**config.mk**
```make
export PLATFORM = sky130hd
export DESIGN_NAME = wb_serial_master
export DESIGN_NICKNAME = d
export VERILOG_FILES = /design/src/rtl/wb_serial_master.sv
export SDC_FILE = /design/constraint.sdc
export NUM_CORES = 1
export LEC_CHECK = 0
export ABC_AREA = 0
export ABC_CLOCK_PERIOD_IN_PS = 2000
export BUFFER_PORTS_ARGS = -buffer_cell sky130_fd_sc_hd__buf_4
export CORE_MARGIN = 1.5
export CORE_UTILIZATION = 45
export DETAILED_ROUTE_END_ITERATION = 12
export GPL_TIMING_DRIVEN = 0
export PLACE_DENSITY = 0.78
export SLEW_MARGIN = 20
export SYNTH_ARGS = -nofsm -noshare
export SYNTH_HDL_FRONTEND = slang
export SYNTH_SLANG_ARGS = --single-unit
```
**constraint.sdc**
```tcl
create_clock -name wb_clk_i -period 2 [get_ports wb_clk_i]
set_input_delay 0.1 -clock wb_clk_i [delete_from_list [all_inputs] [get_ports wb_clk_i]]
set_output_delay 0.1 -clock wb_clk_i [all_outputs]
set_load 0.005 [all_outputs]
```
**src/rtl/wb_serial_master.sv**
```systemverilog
// wb_serial_master
// Wishbone initiator fed by a byte-stream command channel. A host sends a
// frame (opcode, 4 address bytes MSB first, and for writes 4 data bytes MSB
// first). The block runs one Wishbone cycle and returns a response stream:
//   read ok   -> 4 data bytes MSB first
//   write ok  -> 0xA5
//   timeout   -> 0xEE
//   bad opcode-> 0xEF
// Ports:
//   wb_clk_i, rst_n          clock, synchronous active-low reset
//   rx_data/rx_valid/rx_ready command byte stream in (valid/ready)
//   tx_data/tx_valid/tx_ready response byte stream out (valid/ready)
//   wbm_*                    Wishbone initiator port
//   busy                     high whenever the engine is not idle
// All outputs are registered.
module wb_serial_master #(
    parameter int TIMEOUT   = 255,
    parameter int TIMEOUT_W = 8
) (
    input  logic        wb_clk_i,
    input  logic        rst_n,
    input  logic [7:0]  rx_data,
    input  logic        rx_valid,
    output logic        rx_ready,
    output logic [7:0]  tx_data,
    output logic        tx_valid,
    input  logic        tx_ready,
    output logic        wbm_cyc_o,
    output logic        wbm_stb_o,
    output logic        wbm_we_o,
    output logic [3:0]  wbm_sel_o,
    output logic [31:0] wbm_adr_o,
    output logic [31:0] wbm_dat_o,
    input  logic        wbm_ack_i,
    input  logic [31:0] wbm_dat_i,
    output logic        busy
);

    typedef enum logic [2:0] {
        ST_IDLE  = 3'd0,
        ST_ADDR  = 3'd1,
        ST_WDATA = 3'd2,
        ST_BUS   = 3'd3,
        ST_RESP  = 3'd4
    } state_t;

    localparam logic [7:0] OP_READ  = 8'h01;
    localparam logic [7:0] OP_WRITE = 8'h02;
    localparam logic [7:0] RSP_WR   = 8'hA5;
    localparam logic [7:0] RSP_TMO  = 8'hEE;
    localparam logic [7:0] RSP_BAD  = 8'hEF;
    // The counter holds the number of completed BUS cycles, so the cycle in
    // which it equals TIMEOUT-1 is the TIMEOUT-th and last one.
    localparam logic [TIMEOUT_W-1:0] TMO_LAST = TIMEOUT_W'(TIMEOUT - 1);

    state_t               state_r,     state_s;
    logic [1:0]           byte_cnt_r,  byte_cnt_s;
    logic [TIMEOUT_W-1:0] tmo_cnt_r,   tmo_cnt_s;
    logic [31:0]          resp_r,      resp_s;       // bytes still to send after tx_data
    logic [1:0]           resp_left_r, resp_left_s;  // count of those bytes
    logic                 rx_ready_r,  rx_ready_s;
    logic                 tx_valid_r,  tx_valid_s;
    logic [7:0]           tx_data_r,   tx_data_s;
    logic                 cyc_r,       cyc_s;
    logic                 stb_r,       stb_s;
    logic                 we_r,        we_s;
    logic [3:0]           sel_r,       sel_s;
    logic [31:0]          adr_r,       adr_s;
    logic [31:0]          dat_r,       dat_s;
    logic                 busy_r,      busy_s;
    logic                 rx_fire_s;
    logic                 tx_fire_s;

    assign rx_fire_s = rx_valid & rx_ready_r;
    assign tx_fire_s = tx_valid_r & tx_ready;

    // Next-state and next-output logic for the frame/bus/response engine
    always_comb begin
        state_s     = state_r;
        byte_cnt_s  = byte_cnt_r;
        tmo_cnt_s   = tmo_cnt_r;
        resp_s      = resp_r;
        resp_left_s = resp_left_r;
        tx_valid_s  = tx_valid_r;
        tx_data_s   = tx_data_r;
        cyc_s       = cyc_r;
        stb_s       = stb_r;
        we_s        = we_r;
        sel_s       = sel_r;
        adr_s       = adr_r;
        dat_s       = dat_r;

        case (state_r)
            ST_IDLE: begin
                if (rx_fire_s) begin
                    byte_cnt_s = 2'd0;
                    case (rx_data)
                        OP_READ: begin
                            we_s    = 1'b0;
                            state_s = ST_ADDR;
                        end
                        OP_WRITE: begin
                            we_s    = 1'b1;
                            state_s = ST_ADDR;
                        end
                        default: begin
                            state_s     = ST_RESP;
                            tx_valid_s  = 1'b1;
                            tx_data_s   = RSP_BAD;
                            resp_left_s = 2'd0;
                        end
                    endcase
                end else begin
                    state_s = ST_IDLE;
                end
            end

            ST_ADDR: begin
                if (rx_fire_s) begin
                    adr_s      = {adr_r[23:0], rx_data};
                    byte_cnt_s = byte_cnt_r + 2'd1;
                    if (byte_cnt_r == 2'd3) begin
                        if (we_r) begin
                            state_s = ST_WDATA;
                        end else begin
                            state_s   = ST_BUS;
                            cyc_s     = 1'b1;
                            stb_s     = 1'b1;
                            sel_s     = 4'hF;
                            tmo_cnt_s = '0;
                        end
                    end else begin
                        state_s = ST_ADDR;
                    end
                end else begin
                    state_s = ST_ADDR;
                end
            end

            ST_WDATA: begin
                if (rx_fire_s) begin
                    dat_s      = {dat_r[23:0], rx_data};
                    byte_cnt_s = byte_cnt_r + 2'd1;
                    if (byte_cnt_r == 2'd3) begin
                        state_s   = ST_BUS;
                        cyc_s     = 1'b1;
                        stb_s     = 1'b1;
                        sel_s     = 4'hF;
                        tmo_cnt_s = '0;
                    end else begin
                        state_s = ST_WDATA;
                    end
                end else begin
                    state_s = ST_WDATA;
                end
            end

            ST_BUS: begin
                // Ack is tested first so it wins over a simultaneous timeout.
                if (wbm_ack_i) begin
                    cyc_s      = 1'b0;
                    stb_s      = 1'b0;
                    sel_s      = 4'h0;
                    state_s    = ST_RESP;
                    tx_valid_s = 1'b1;
                    if (we_r) begin
                        tx_data_s   = RSP_WR;
                        resp_left_s = 2'd0;
                    end else begin
                        tx_data_s   = wbm_dat_i[31:24];
                        resp_s      = {wbm_dat_i[23:0], 8'h00};
                        resp_left_s = 2'd3;
                    end
                end else if (tmo_cnt_r == TMO_LAST) begin
                    cyc_s       = 1'b0;
                    stb_s       = 1'b0;
                    sel_s       = 4'h0;
                    state_s     = ST_RESP;
                    tx_valid_s  = 1'b1;
                    tx_data_s   = RSP_TMO;
                    resp_left_s = 2'd0;
                end else begin
                    tmo_cnt_s = tmo_cnt_r + TIMEOUT_W'(1);
                end
            end

            ST_RESP: begin
                if (tx_fire_s) begin
                    if (resp_left_r == 2'd0) begin
                        tx_valid_s = 1'b0;
                        state_s    = ST_IDLE;
                    end else begin
                        tx_data_s   = resp_r[31:24];
                        resp_s      = {resp_r[23:0], 8'h00};
                        resp_left_s = resp_left_r - 2'd1;
                    end
                end else begin
                    state_s = ST_RESP;
                end
            end

            default: begin
                state_s    = ST_IDLE;
                tx_valid_s = 1'b0;
                cyc_s      = 1'b0;
                stb_s      = 1'b0;
                sel_s      = 4'h0;
            end
        endcase

        // Byte intake is open only while a frame can still be collected.
        rx_ready_s = (state_s == ST_IDLE) || (state_s == ST_ADDR) || (state_s == ST_WDATA);
        busy_s     = (state_s != ST_IDLE);
    end

    // State and output registers with synchronous active-low reset
    always_ff @(posedge wb_clk_i) begin
        if (!rst_n) begin
            state_r     <= ST_IDLE;
            byte_cnt_r  <= 2'd0;
            tmo_cnt_r   <= '0;
            resp_r      <= 32'h0000_0000;
            resp_left_r <= 2'd0;
            rx_ready_r  <= 1'b0;
            tx_valid_r  <= 1'b0;
            tx_data_r   <= 8'h00;
            cyc_r       <= 1'b0;
            stb_r       <= 1'b0;
            we_r        <= 1'b0;
            sel_r       <= 4'h0;
            adr_r       <= 32'h0000_0000;
            dat_r       <= 32'h0000_0000;
            busy_r      <= 1'b0;
        end else begin
            state_r     <= state_s;
            byte_cnt_r  <= byte_cnt_s;
            tmo_cnt_r   <= tmo_cnt_s;
            resp_r      <= resp_s;
            resp_left_r <= resp_left_s;
            rx_ready_r  <= rx_ready_s;
            tx_valid_r  <= tx_valid_s;
            tx_data_r   <= tx_data_s;
            cyc_r       <= cyc_s;
            stb_r       <= stb_s;
            we_r        <= we_s;
            sel_r       <= sel_s;
            adr_r       <= adr_s;
            dat_r       <= dat_s;
            busy_r      <= busy_s;
        end
    end

    assign rx_ready  = rx_ready_r;
    assign tx_valid  = tx_valid_r;
    assign tx_data   = tx_data_r;
    assign wbm_cyc_o = cyc_r;
    assign wbm_stb_o = stb_r;
    assign wbm_we_o  = we_r;
    assign wbm_sel_o = sel_r;
    assign wbm_adr_o = adr_r;
    assign wbm_dat_o = dat_r;
    assign busy      = busy_r;

endmodule

```
# After elaboration in Yosys (flattened, before gate mapping)
# Index checks and enable logic that the tools add are counted.
# W data, S select, Z words.
[totals]
register_bits = 128
inputBits = 45
output_inout_bits = 82
wordCells = 138
[classes]
n_addsub = 3
n_eq_ne = 26
muxes = 68
bitwise = 4
reduce_logical = 23
[op_table]
columns = ["cell", "count"]
rows = [
  ["$mux W32", 4],
  ["$mux W8", 14],
  ["$pmux W32 S2", 1],
  ["$pmux W8 S3", 2],
  ["$mux W4", 7],
  ["$ne A2 B2 Y1 const B", 14],
  ["$mux W3", 9],
  ["$mux W2", 9],
  ["$pmux W4 S4", 1],
  ["$mux W1", 15],
  ["$pmux W3 S5", 1],
  ["$reduce_and A6 Y1", 2],
  ["$eq A3 B2 Y1 const B", 3],
  ["$reduce_bool A3 Y1", 3],
  ["$add A8 B1 Y8 const B", 1],
  ["$eq A8 B1 Y1 const B", 1],
  ["$eq A8 B2 Y1 const B", 1],
  ["$eq A8 B8 Y1 const B", 1],
  ["$pmux W1 S4", 2],
  ["$reduce_and A8 Y1", 1],
  ["$reduce_and A7 Y1", 1],
  ["$eq A3 B1 Y1 const B", 2],
  ["$logic_not A3 Y1", 2],
  ["$pmux W2 S3", 1],
  ["other kinds (17)", 26],
]

# Depth between registers and ports, before layout
[logic_depth]
ltp_word = 8
depth_mapped = 8
depth_no_buf = 7

# Worst setup path after synthesis
# OpenSTA, ideal clock, no wires.
[synth_path]
path_type = "reg-to-reg"
startpoint = "reg tmo_cnt_r[0]"
endpoint = "reg tmo_cnt_r[6]"
setup_ps = 70
arrival_time_ps = 1722
t_required_ps = 1930
path_slack_ps = 208
path_stages_with_launch = 9
path_buffers = 1
period_less_slack_ps = 1792
path_cell_list = "dfxtp_1 > inv_1 > ha_1 > and3_1 > a21oi_1 > o211ai_2 > buf_6 > or3_1 > a21oi_1"
[synth_between]
elab_chain_len = 4
word_cells_on_any_way = 7
classes_between = "1 x add/sub; 2 x eq/ne; 3 x mux; 1 x reduce/logical"
[synth_rtl]
columns = ["element", "line_no", "rtl"]
rows = [
  ["start, declared", "58", "logic [TIMEOUT_W-1:0] tmo_cnt_r, tmo_cnt_s;"],
  ["start signal, assigned", "237", "tmo_cnt_r <= tmo_cnt_s;"],
  ["$add A8 B1 Y8", "183", "tmo_cnt_s = tmo_cnt_r + TIMEOUT_W'(1);"],
  ["$mux W8", "174", "end else if (tmo_cnt_r == TMO_LAST) begin"],
  ["$mux W8", "160", "if (wbm_ack_i) begin"],
  ["$pmux W8 S3", "93", "case (state_r)"],
]
# Parallel ways exist; a longest one is shown, timed or not. The select of a mux whose other input is x is not followed.
# A chain may end at the register's enable or synchronous reset.

# Worst setup path after layout
[layout_path]
startpoint = "reg tmo_cnt_r[0]"
endpoint = "reg resp_left_r[1]"
[layout_between]
elab_chain_len = 3
[layout_rtl]
columns = ["element", "line_no", "rtl"]
rows = [
  ["$eq A8 B8 Y1", "174", ""],
  ["$ne A3 B3 Y1 (no source line)", "n/a", ""],
  ["$reduce_and A6 Y1 (no source line)", "n/a", ""],
  ["end signal, assigned", "239", "resp_left_r <= resp_left_s;"],
  ["end, declared", "60", "logic [1:0] resp_left_r, resp_left_s;"],
]
# Every way passes these cells.

==> flow_summary_export.csv <==
group,metric,value,unit
floorplan,initial_utilization,46.80,%
yosys,netlist_area,0.004896,mm²
timing,maxSlewViolCount,0,
power,finalPower,6.129,mW
yosys,synth.distinct_cells,59,
power,p_int,4.689,mW
min_path,hold_class,"input port to register",
power,peakVddDrop,0.4562,mV
drt,final_antenna_net_count,0,
yosys,synth_common_cells,"nand2_1 (180), dfxtp_1 (116), a21oi_1 (85)",
outcome,outcome,"complete, no violations",
floorplan,rows,37,
yosys,synthTopCellsByArea,"dfxtp_1 (47%), nand2_1 (14%), a21oi_1 (8.7%), a311oi_2 (4.6%), nor2_1 (2.4%)",
setup_path,crit_arrival,2380,ps
place,place.gp.congestion,0.8676,
drt,via_count,4876,
yosys,synth.largest_area_cell,"dfxtp_1",
setup_path,path_max_fanout,10,
setup_path,cpMaxStageDelayCell,"dfxtp_4",
clock_network,h-tree-depth,4,
yosys,synth-async-reset-ratio,0,%
setup_path,cp-end-kind,"register",
yosys,synth_most_common_cell,"nand2_1",
timing,finalHoldViolCount,0,
yosys,synth_edf_count,0,
clock_network,cts_buffers,17,
grt,grt_max_degree,17,
setup_path,start_kind,"register",
layout,drive_gt1_share,28.57,%
drt,drtIter0Drc,380,
timing,worstMarginPinSlew,750.0,ps
power,clkPwrFrac,53.5,%
timing,finalCritPeriodShare,97.04,%
yosys,synth_seq_area_share,47.43,%
setup_path,critPathKind,"register to register",
power,p_switching,1.441,mW
place,dpl-instance-area,0.006012,mm²
clock_network,cts_sinks,116,
setup_path,crit_chain,"inv_1, ha_1, and3_1, a21o_1, a221oi_4, buf_6, nor2_1, a211oi_2",
floorplan,die-area,0.01151,mm²
place,dpl.hpwl,9510,µm
layout,fill_cells,787,
floorplan,io_pins,127,
grt,grt-ovfl-total,0,
timing,timing.hold.ws,63.39,ps
setup_path,worstPathRequired,2440,ps
timing,setup_viol,0,
floorplan,die_h,107.3,µm
setup_path,cp_top_family,"compound AO/OA/AOI/OAI gates",
drt,drtPass1Iterations,5,
yosys,yosysWarnings,0,
drt,post_drt_wl_per_cell,15.41,µm
layout,area_growth,44.06,%
yosys,synth_top_area_share,47.43,%
floorplan,die_x,107.3,µm
layout,nets,820,
clock_network,cts_max_path_buffers,2,
yosys,synth-seq-cells,116,
yosys,synthCells,589,
layout,final_cell_area,0.007053,mm²
clock_network,post_cts_buffers,0,
drt,wirelength,14180,µm
timing,max_clock_freq,0.5152,GHz
timing,setup_tns,0,ps
yosys,synthesis.nets,638,
layout,antenna_cells,0,
place,port_buffers,126,
grt,grt_usage,24.53,%
drt,vias_per_cell,5.300,
clock_network,insertion_delay,520,ps
power,pwr-share-seq,38.8,%
flow_run,maxCapViolCount,0,
grt,grt_pass1_wl,22160,µm
clock_network,root_buffer,"clkbuf_8",
setup_path,crit_buf_inv,2,
power,pwr-share-comb,7.6,%
setup_path,cp_slowest_stage_delay,370,ps
power,switching_share,23.50,%
power,power.leakage,2.747,nW
clock_network,cts_tree,"built",
clock_network,path_clk_slew,60,ps
floorplan,fp.coreArea,0.01046,mm²
grt,grt_pass1_vias,4791,
grt,antenna_found_initial,0,
yosys,ys.flop_type,"dfxtp_1",
yosys,syn_area_per_cell,8.312,µm²
timing,fin_crit,1941,ps
drt,drc,0,
power,power_density,869.1,mW/mm²
timing,maxSlewHeadroom,50.00,%
timing,skew,12.03,ps
==> kinds of logic after synthesis <==
logic type	count (synthesis)	synth area share (%)
multiplexers	1	0.2045
flip-flops	116	47.43
buffers and inverters	50	5.341
AND/OR/NAND/NOR	265	23.92
adder cells (fa/ha/maj)	4	1.022
AO/OA/AOI/OAI	151	21.72
XOR/XNOR	2	0.3578
==> timing repair <==
item,CTS,global route
hold endpoints to repair,49,0
gates resized for setup,1,7
setup endpoints to repair,1,9
hold buffers,37,0
==> layout make-up <==
class                   instances  area (µm²)  area share (%)
clock inverters                13       195.2           2.767
plain buffers                  44       242.7           3.442
well taps                     136       170.2           2.413
flip-flops and latches        116        2326           32.98
inverters                       6       22.52          0.3193
repair buffers                163        1316           18.66
clock buffers                  19       441.7           6.262
multi-input cells             423        2338           33.16
==> state kept, by name (all words and copies together), names as in the netlist <==
| register | cells |
|---|---|
| tmo_cnt_r | 8 |
| wbm_we_o | 1 |
| state_r | 3 |
| byte_cnt_r | 2 |
| resp_r | 24 |
| tx_valid | 1 |
| wbm_dat_o | 32 |
| wbm_sel_o | 1 |
| resp_left_r | 2 |
| busy | 1 |
| rx_ready | 1 |
| tx_data | 8 |
| wbm_adr_o | 32 |
==> power by group through the flow <==
stage          Clock, mW  Sequential (mW)  Combinational, mW
2_1_floorplan          0             2.42              0.223
3_3_place_gp           0             2.43              0.386
3_5_place_dp           0             2.43              0.392
4_1_cts             3.29             2.38              0.454
5_1_grt             3.40             2.38              0.505
6_report            3.28             2.38              0.468
==> final timing paths <==
path	depth (start not counted)	end	slack, ps	start
hold / removal	5	tx_data[0]	60	wbm_ack_i
setup / recovery	8	resp_left_r[1]	60	tmo_cnt_r[0]
hold reg to reg	2	wbm_dat_o[31]	460	wbm_dat_o[31]
setup reg to reg	8	resp_left_r[1]	60	tmo_cnt_r[0]
==> worst min-delay path: cells and delay by family <==
family	cells	cell delay (ps)
compound gates	3	230
buf+inv	1	140
simple gates	1	60
==> cell usage in the layout (no fill, tap or decap), types with 4 or more instances in the layout <==
master / synthesis / routed
dlygate4sd3_1: 0 / 37
a21oi_1: 85 / 84
inv_1: 5 / 5
a211oi_1: 4 / 4
clkbuf_16: 0 / 16
a22oi_1: 10 / 10
nand3_1: 9 / 9
nand2_1: 180 / 180
nor2_2: 10 / 12
buf_6: 3 / 4
ha_1: 4 / 4
clkbuf_1: 20 / 20
inv_6: 0 / 5
dfxtp_1: 116 / 115
o21ai_0: 6 / 6
nor2_1: 31 / 29
nand2b_1: 7 / 7
a311oi_2: 15 / 15
o221ai_1: 5 / 5
buf_4: 10 / 135
buf_2: 11 / 11
bufinv_16: 0 / 4
nor2b_1: 4 / 4
==> layer usage <==
layer / routed length (µm) / up-vias / global-route usage (%)
met5: 0 / - / 0
met2: 7166 / 207 / 43.22
met3: 964 / 26 / 5.448
li1: - / 2390 / -
met4: 203 / 0 / 9.619
met1: 5840 / 2253 / 28.82
==> through the flow <==
stage / utilization, % / std cells / worst slack (ps)
floorplan: - / 589 / 207.7
global placement: 57.46 / 851 / 53.25
detailed placement: 57.46 / 851 / 25.78
CTS: 67.10 / 920 / 65.47
global route: 67.41 / 920 / -35.77
finish: 67.41 / 920 / 59.13
Note: power is estimated with default switching activity, not from simulation.
